$ cat src/rtl/demux_pkg.sv
// Shared definitions for the stream demultiplexer: holding-slot state
// encoding and the select range check used by the top-level decode.
package demux_pkg;

  typedef enum logic {
    SLOT_EMPTY = 1'b0,
    SLOT_FULL  = 1'b1
  } slot_state_e;

  // True when a (zero-extended) select value addresses an existing channel.
  function automatic logic sel_in_range(input logic [31:0] sel, input int unsigned num_ch);
    return (sel < num_ch);
  endfunction

endpackage

$ cat src/rtl/demux_slot.sv
// One-entry registered holding slot with valid/ready handshake.
// Ports:
//   clk, rst_n  - clock, asynchronous active-low reset
//   load        - write load_data into the slot this edge
//   load_data   - word to capture
//   out_ready   - consumer accepts the held word this edge
//   out_valid   - slot holds a word
//   out_data    - held word (stable while out_valid & !out_ready)
//   can_take    - slot can accept a load this edge (empty or draining)
module demux_slot
  import demux_pkg::*;
#(
  parameter int unsigned DATA_W = 8
) (
  input  logic              clk,
  input  logic              rst_n,
  input  logic              load,
  input  logic [DATA_W-1:0] load_data,
  input  logic              out_ready,
  output logic              out_valid,
  output logic [DATA_W-1:0] out_data,
  output logic              can_take
);

  slot_state_e       state_q, state_d;
  logic [DATA_W-1:0] data_q, data_d;

  // State and data registers.
  always_ff @(posedge clk or negedge rst_n) begin
    if (!rst_n) begin
      state_q <= SLOT_EMPTY;
      data_q  <= '0;
    end else begin
      state_q <= state_d;
      data_q  <= data_d;
    end
  end

  // Next state: a load while FULL only happens when draining, so it
  // replaces the outgoing word back-to-back.
  always_comb begin
    state_d = state_q;
    data_d  = data_q;
    case (state_q)
      SLOT_EMPTY: begin
        if (load) begin
          state_d = SLOT_FULL;
          data_d  = load_data;
        end
      end
      SLOT_FULL: begin
        if (load) begin
          data_d = load_data;
        end else if (out_ready) begin
          state_d = SLOT_EMPTY;
        end
      end
    endcase
  end

  assign out_valid = (state_q == SLOT_FULL);
  assign out_data  = data_q;
  assign can_take  = (state_q == SLOT_EMPTY) | out_ready;

endmodule

$ cat src/rtl/demux_stream.sv
// 1-to-NUM_CH stream demultiplexer with per-channel holding slots,
// broadcast mode and a saturating counter of out-of-range drops.
// Ports:
//   clk, rst_n           - clock, asynchronous active-low reset
//   enable               - accept input when 1; slots drain regardless
//   in_valid/in_ready    - producer handshake (in_ready is combinational)
//   in_data, in_sel      - word and destination channel
//   in_bcast             - deliver word to every channel
//   out_valid/out_ready  - per-channel consumer handshake
//   out_data             - channel k at [k*DATA_W +: DATA_W]
//   drop_cnt             - words discarded for out-of-range select
//   busy                 - any slot holds a word
module demux_stream
  import demux_pkg::*;
#(
  parameter int unsigned NUM_CH = 4,
  parameter int unsigned DATA_W = 8,
  parameter int unsigned SEL_W  = 2,
  parameter int unsigned CNT_W  = 8
) (
  input  logic                     clk,
  input  logic                     rst_n,
  input  logic                     enable,
  input  logic                     in_valid,
  output logic                     in_ready,
  input  logic [DATA_W-1:0]        in_data,
  input  logic [SEL_W-1:0]         in_sel,
  input  logic                     in_bcast,
  output logic [NUM_CH-1:0]        out_valid,
  input  logic [NUM_CH-1:0]        out_ready,
  output logic [NUM_CH*DATA_W-1:0] out_data,
  output logic [CNT_W-1:0]         drop_cnt,
  output logic                     busy
);

  localparam int unsigned     SEL_SPAN = 2 ** SEL_W;
  localparam logic [CNT_W-1:0] CNT_MAX = '1;

  logic [NUM_CH-1:0]   can_take;
  logic [NUM_CH-1:0]   load;
  logic [SEL_SPAN-1:0] can_take_ext;
  logic                sel_ok;
  logic                fire;
  logic                drop;
  logic [CNT_W-1:0]    drop_cnt_q, drop_cnt_d;

  assign sel_ok       = sel_in_range(32'(in_sel), NUM_CH);
  // Widened so every encodable select indexes a real bit.
  assign can_take_ext = SEL_SPAN'(can_take);

  // Acceptance: broadcast needs every slot, unicast only its target;
  // out-of-range words are always swallowed.
  always_comb begin
    in_ready = 1'b0;
    if (enable) begin
      if (in_bcast)    in_ready = &can_take;
      else if (sel_ok) in_ready = can_take_ext[in_sel];
      else             in_ready = 1'b1;
    end
  end

  assign fire = in_valid & in_ready;
  assign drop = fire & ~in_bcast & ~sel_ok;

  for (genvar k = 0; k < NUM_CH; k++) begin : g_slot
    assign load[k] = fire & (in_bcast | (sel_ok & (in_sel == SEL_W'(k))));

    demux_slot #(
      .DATA_W (DATA_W)
    ) u_slot (
      .clk       (clk),
      .rst_n     (rst_n),
      .load      (load[k]),
      .load_data (in_data),
      .out_ready (out_ready[k]),
      .out_valid (out_valid[k]),
      .out_data  (out_data[k*DATA_W +: DATA_W]),
      .can_take  (can_take[k])
    );
  end

  // Saturating drop counter.
  always_comb begin
    drop_cnt_d = drop_cnt_q;
    if (drop && (drop_cnt_q != CNT_MAX)) drop_cnt_d = drop_cnt_q + CNT_W'(1);
  end

  always_ff @(posedge clk or negedge rst_n) begin
    if (!rst_n) drop_cnt_q <= '0;
    else        drop_cnt_q <= drop_cnt_d;
  end

  assign drop_cnt = drop_cnt_q;
  assign busy     = |out_valid;

endmodule
$ cat config.mk
export PLATFORM = sky130hd
export DESIGN_NAME = demux_stream
export DESIGN_NICKNAME = d
export VERILOG_FILES = /design/src/rtl/demux_pkg.sv /design/src/rtl/demux_slot.sv /design/src/rtl/demux_stream.sv
export SDC_FILE = /design/constraint.sdc
export NUM_CORES = 1
export LEC_CHECK = 0
export ABC_AREA = 1
export CAP_MARGIN = 20
export CORE_UTILIZATION = 40
export CTS_CLUSTER_DIAMETER = 40
export DETAILED_ROUTE_END_ITERATION = 12
export PLACE_DENSITY_LB_ADDON = 0.1
export SKIP_LAST_GASP = 1
export SLEW_MARGIN = 40
export SYNTH_ARGS = -nofsm -noshare
export SYNTH_HDL_FRONTEND = slang
export SYNTH_SLANG_ARGS = --single-unit
$ cat constraint.sdc
create_clock -name clk -period 1.23 [get_ports clk]
set_input_delay 0.246 -clock clk [delete_from_list [all_inputs] [get_ports clk]]
set_output_delay 0.246 -clock clk [all_outputs]
set_load 0.02 [all_outputs]
==> flow_summary.json, run 1 <==
{
  "status": "complete, but fails checks",
  "violations": "negative setup slack",
  "clock_latency_ps": 290,
  "grt_max_degree": 37,
  "layout_min_cycle_time_ps": 1460,
  "layout_common_cells": "57 x nand2_1, 36 x dfrtp_1, 32 x nand4_1",
  "clk_pin_slew_ps": 70,
  "row_count": 24,
  "ys_types": 22,
  "dp_slack_ps": -887,
  "synth_top_family_by_area": "simple AND/OR/NAND/NOR gates",
  "p_sw_w": 0.00155,
  "worstPathRequired_ps": 980,
  "grt_pass1_wl_um": 7710,
  "crit_fanout": 2,
  "p_int_w": 0.00263,
  "final_common_cell": "nand2_1",
  "die-area_um2": 4840,
  "cp-start-kind": "register",
  "grtUsageMet2": 0.353,
  "final.period_utilization": 1.18,
  "drt_iter0_drc": 121,
  "grt-ovfl-total": 0,
  "diodes": 0,
  "seqPwrFrac": 0.390,
  "synth-seq-area-share": 0.493,
  "antenna_found_initial": 0,
  "grt_pass1_vias": 1600,
  "gp_congestion": 0.759,
  "synth-xor-area-share": 0,
  "power.share.switching": 0.371,
  "drcViolationCount": 0,
  "finClkSkew_ps": 5.78,
  "syn-instance-count": 195,
  "synth_top_area_frac": 0.493,
  "met1_usage": 0.265,
  "pwr-share-clk": 0.250,
  "die_h_um": 69.6,
  "wl_per_cell_um": 14.3,
  "power.leakage_nw": 1.39,
  "layout_setup_ws_ps": -227,
  "worstPathArrival_ps": 1210,
  "dp_hpwl_um": 3070,
  "grtUsageMet3": 0.0523,
  "dp_cells": 314,
  "cp-end-kind": "primary output",
  "drive_above_1_share": 0.434,
  "ant_nets": 0,
  "cts_tree": "built",
  "dr.pass1.iters": 4,
  "irDropWorstVdd_v": 0.000666,
  "grt_busiest_layer": "met2",
  "clock_sinks": 36,
  "total_power_w": 0.00419,
  "synth_top_area_cell": "dfrtp_1",
  "cts_made_buffers": 5,
  "die_w_um": 69.6,
  "final_hold_viol_count": 0,
  "setup_viol": 37,
  "final_nets": 297,
  "multi_input_area_um2": 916,
  "final_util": 0.622,
  "htreeDepth": 2,
  "post_synth_and_or_nand_nor_area_fraction": 0.390,
  "rsz0062_at_grt": "true",
  "fillers": 412,
  "seqCellArea_um2": 901,
  "numPortBuffers": 56,
  "synth_seq_cells": 36,
  "core_area_um2": 4380,
  "layout.cells.non_filler": 331,
  "fmax_ghz": 0.686,
  "comb_power_share": 0.360,
  "path_class": "reg2out",
  "synthAdderAreaFrac": 0,
  "synth_compound_area_frac": 0.0130,
  "ios": 65,
  "via_count": 1679,
  "syn_to_final_growth_pct": 49.2,
  "syn_avg_cell_area_um2": 9.37,
  "start_util": 0.417,
  "clk_path_buf_depth": 2,
  "wl_um": 4730,
  "grt_usage": 0.207,
  "maxSlewViolCount": 0,
  "min-delay-path-class": "in2reg",
  "cap_violations": 0,
  "yosys-top-cells-area": "dfrtp_1 49%, nand2_1 14%, nand4_1 11%, buf_4 4.9%, nand4_4 4.7%",
  "root_buffer": "clkbuf_8",
  "muxShareOfSynthArea": 0,
  "synth.cell_area_um2": 1830,
  "vias_per_cell": 5.07,
  "yosysWarnings": 0,
  "power.density_nw_per_um2": 1530
}
flip-flops by register name (all words and copies together), names as in the netlist:
register                 flops
g_slot.u_slot.out_valid      4
g_slot.u_slot.out_data      32
per-layer routing:
metal | wire length [um] | vias up
met5 | 0 | -
met4 | 27 | 0
met3 | 212 | 4
met2 | 2430 | 42
met1 | 2070 | 816
li1 | - | 817
power groups by stage:
stage	sequential [W]	clock, W	combinational (W)
global route	0.00167	0.00111	0.00162
global placement	0.00163	0	0.00160
finish	0.00163	0.00105	0.00151
detailed placement	0.00163	0	0.00162
floorplan	0.00194	0	0.000513
CTS	0.00161	0.00106	0.00158
kinds of logic after synthesis:
logic type             Yosys count
buffers and inverters           29
flip-flops                      36
AND/OR/NAND/NOR                125
other                            1
AO/OA/AOI/OAI                    4
critical path, stage by stage, from the launching register on:
cell and delay, ps:
dfrtp_1 390, inv_2 70, nor2_2 40, nand2_2 90, nand3_4 70, nor2_4 130
buf_6 130
final timing paths:
path | from | to | slack [ps] | cells after the start
setup / recovery | g_slot[1].u_slot.out_valid | in_ready | -230 | 6
hold / removal | out_ready[1] | g_slot[1].u_slot.out_valid | 290 | 2
setup reg to reg | g_slot[1].u_slot.out_valid | g_slot[3].u_slot.out_data[3] | -130 | 10
hold reg to reg | g_slot[0].u_slot.out_data[5] | g_slot[0].u_slot.out_data[5] | 470 | 2
max in group asynchronous | rst_n | g_slot[0].u_slot.out_data[0] | 720 | 2
min in group asynchronous | rst_n | g_slot[2].u_slot.out_valid | 330 | 2
metrics by stage:
stage               hold WS (ps)  setup TNS [ps]  area (um^2)
finish                       285           -3900         2730
floorplan                  -49.6               0         1850
global placement             456          -22030         2530
CTS                          282           -5130         2790
global route                 309           -7200         2730
detailed placement           459          -23130         2530
cells in the mapped netlist:
library cell and count:
nor2_8 1, a21oi_2 1, buf_6 3, inv_2 3, a21oi_1 1, dfrtp_1 36
nand4_1 32, nand3_1 1, buf_2 3, o21ai_1 2, nor2_1 3, nand3_4 1
buf_4 12, clkbuf_4 1, nand4_4 4, nand2_2 7, nand2_1 70, nor2_4 2
conb_1 1, inv_1 6, nand2_4 4, inv_4 1
area by class of cell:
| class | count | area share |
|---|---|---|
| clock buffers | 5 | 0.0252 |
| clock inverters | 3 | 0.0156 |
| inverters | 10 | 0.0156 |
| multi-input cells | 141 | 0.336 |
| flip-flops and latches | 36 | 0.330 |
| well taps | 52 | 0.0239 |
| repair buffers | 84 | 0.254 |
what timing repair did:
action / 4_1_cts / 5_1_grt
setup buffers: 7 / 2
gates cloned: 4 / 0
pin swaps: 9 / 7
gates resized for setup: 113 / 58
endpoints found under the setup margin: 74 / 71
hold buffers: 0 / 0
No activity file was read; power rests on OpenSTA's default activity.
==> run 2: changes to the inputs <==
--- a/config.mk
+++ b/config.mk
@@ -7,10 +7,12 @@
 export LEC_CHECK = 0
 export ABC_AREA = 1
 export CAP_MARGIN = 20
+export CORE_ASPECT_RATIO = 0.75
 export CORE_UTILIZATION = 40
 export CTS_CLUSTER_DIAMETER = 40
 export DETAILED_ROUTE_END_ITERATION = 12
 export PLACE_DENSITY_LB_ADDON = 0.1
+export SETUP_SLACK_MARGIN = 0.1
 export SKIP_LAST_GASP = 1
 export SLEW_MARGIN = 40
 export SYNTH_ARGS = -nofsm -noshare
==> flow_summary.json, run 2 (synthesis gave the netlist of run 1 again) <==
{
  "status": "complete, but fails checks",
  "violations": "negative setup slack",
  "cts_tree": "built",
  "reg2reg_to": "g_slot[1].u_slot.out_data[4]",
  "fmax_ghz": 0.683,
  "worstPathArrival_ps": 1220,
  "grt_usage": 0.233,
  "grt_max_degree": 37,
  "htreeDepth": 2,
  "r2r-start": "g_slot[3].u_slot.out_valid",
  "dr_wl_met2_um": 2240,
  "dp_slack_ps": -903,
  "wl_met1_um": 2280,
  "grt_pass1_vias": 1622,
  "cap_violations": 0,
  "die_h_um": 60.5,
  "syn_to_final_growth_pct": 46.7,
  "dp_hpwl_um": 3430,
  "via_count": 1694,
  "diodes": 0,
  "met3_wirelength_um": 407,
  "r2r_slack_ps": -140,
  "final.period_utilization": 1.19,
  "ios": 65,
  "cp_slowest_cell": "dfrtp_1",
  "fin_hold_ws_ps": 297,
  "grt-ovfl-total": 0,
  "layout_setup_ws_ps": -234,
  "power.leakage_nw": 1.38,
  "gp_congestion": 0.800,
  "power.density_nw_per_um2": 1500,
  "row_count": 20,
  "largest_reg_flops": 32,
  "reg2reg_depth": 8,
  "final_nets": 297,
  "ant_nets": 0,
  "path_class": "reg2out",
  "dr.pass1.iters": 4,
  "seqCellArea_um2": 901,
  "start_util": 0.435,
  "fillers": 349,
  "worstPathRequired_ps": 980,
  "holdPathEnd": "g_slot[2].u_slot.out_valid",
  "wl_um": 5000,
  "numPortBuffers": 56,
  "final_util": 0.638,
  "layout_common_cells": "59 x nand2_1, 36 x dfrtp_1, 33 x buf_2",
  "finClkSkew_ps": 9.13,
  "hold_path_depth": 2,
  "cts_hold_buf": 0,
  "antenna_found_initial": 0,
  "min-delay-path-class": "in2reg",
  "drcViolationCount": 0,
  "setup_viol": 37,
  "cp-end-kind": "primary output",
  "layout_min_cycle_time_ps": 1460,
  "maxSlewViolCount": 0,
  "clock_sinks": 36,
  "crit_chain": "inv_2 -> nor2_2 -> nand2_4 -> nand3_4 -> nor2_4 -> buf_6",
  "clock_latency_ps": 300,
  "hold_path.startpoint": "out_ready[2]",
  "crit_fanout": 2,
  "top_layer_used": "met4",
  "clk_path_buf_depth": 2,
  "rsz0062_at_grt": "true",
  "max_stage_delay_ps": 390,
  "final_hold_viol_count": 0,
  "root_buffer": "clkbuf_8",
  "vias_per_cell": 5.07,
  "wl_per_cell_um": 15.0,
  "drt_iter0_drc": 137,
  "clk_pin_slew_ps": 70,
  "irDropWorstVdd_v": 0.000802,
  "multi_input_area_um2": 910,
  "die-area_um2": 4850,
  "die_w_um": 80.1,
  "grt_pass1_wl_um": 8140,
  "cp-start-kind": "register",
  "cts_made_buffers": 5,
  "drive_above_1_share": 0.419,
  "final_common_cell": "nand2_1",
  "core_area_um2": 4200
}
==> run 2: cell types whose count changed in the layout (fill, tap and decap cells not counted), moves of 2 or more <==
cell             change
buf_4                +2
nor2_2               +2
clkbuf_1             +2
buf_6                -2
nand2_1              +2
nor2_4               -2
nand2_2              -3
clkdlybuf4s15_1      -2
clkbuf_2            -28
buf_2               +31
==> run 2: final cells by class <==
type	instances	share of cell area
Sequential cell	36	0.336
Multi-Input combinational cell	141	0.339
Tap cell	55	0.0257
Clock buffer	8	0.0336
Inverter	10	0.0168
Timing Repair Buffer	84	0.249
==> run 2: metal layers <==
layer,GRT usage,vias up
met5,0,-
met4,0.0893,0
met3,0.0571,8
met2,0.361,66
met1,0.320,803
li1,-,817
==> run 2: through the flow <==
step / total power (W) / cell area, um^2 / setup TNS (ps) / std cells
after floorplan: 0.00247 / 1880 / 0 / 202
after detailed placement: 0.00327 / 2550 / -24200 / 316
after CTS: 0.00395 / 2620 / -5610 / 332
after global placement: 0.00324 / 2550 / -23010 / 316
final: 0.00401 / 2680 / -3700 / 334
after global routing: 0.00424 / 2680 / -7400 / 334
==> run 2: how the worst max path moves through the flow <==
| stage | from | to |
|---|---|---|
| floorplan | g_slot[1].u_slot.out_valid | in_ready |
| global placement | in_sel[1] | in_ready |
| detailed placement | in_sel[1] | in_ready |
| CTS | g_slot[0].u_slot.out_valid | in_ready |
| global route | g_slot[2].u_slot.out_valid | in_ready |
| finish | g_slot[1].u_slot.out_valid | in_ready |
==> run 2: critical path, delay by kind of cell, from the launching register on <==
family | cells | cell delay, ps
flip-flops | 1 | 390
AND/OR/NAND/NOR | 4 | 330
buffers and inverters | 2 | 200
==> run 2: what timing repair did <==
| item | in CTS | in global routing |
|---|---|---|
| setup endpoints to repair | 74 | 44 |
| gates resized for setup | 176 | 16 |
| setup buffers | 4 | 2 |
| cloned | 4 | 0 |
| pin swaps | 10 | 4 |
==> run 2: where the power goes <==
part	switching, W	internal [W]
Sequential	0.000161	0.00146
Clock	0.000417	0.000457
Combinational	0.000943	0.000579
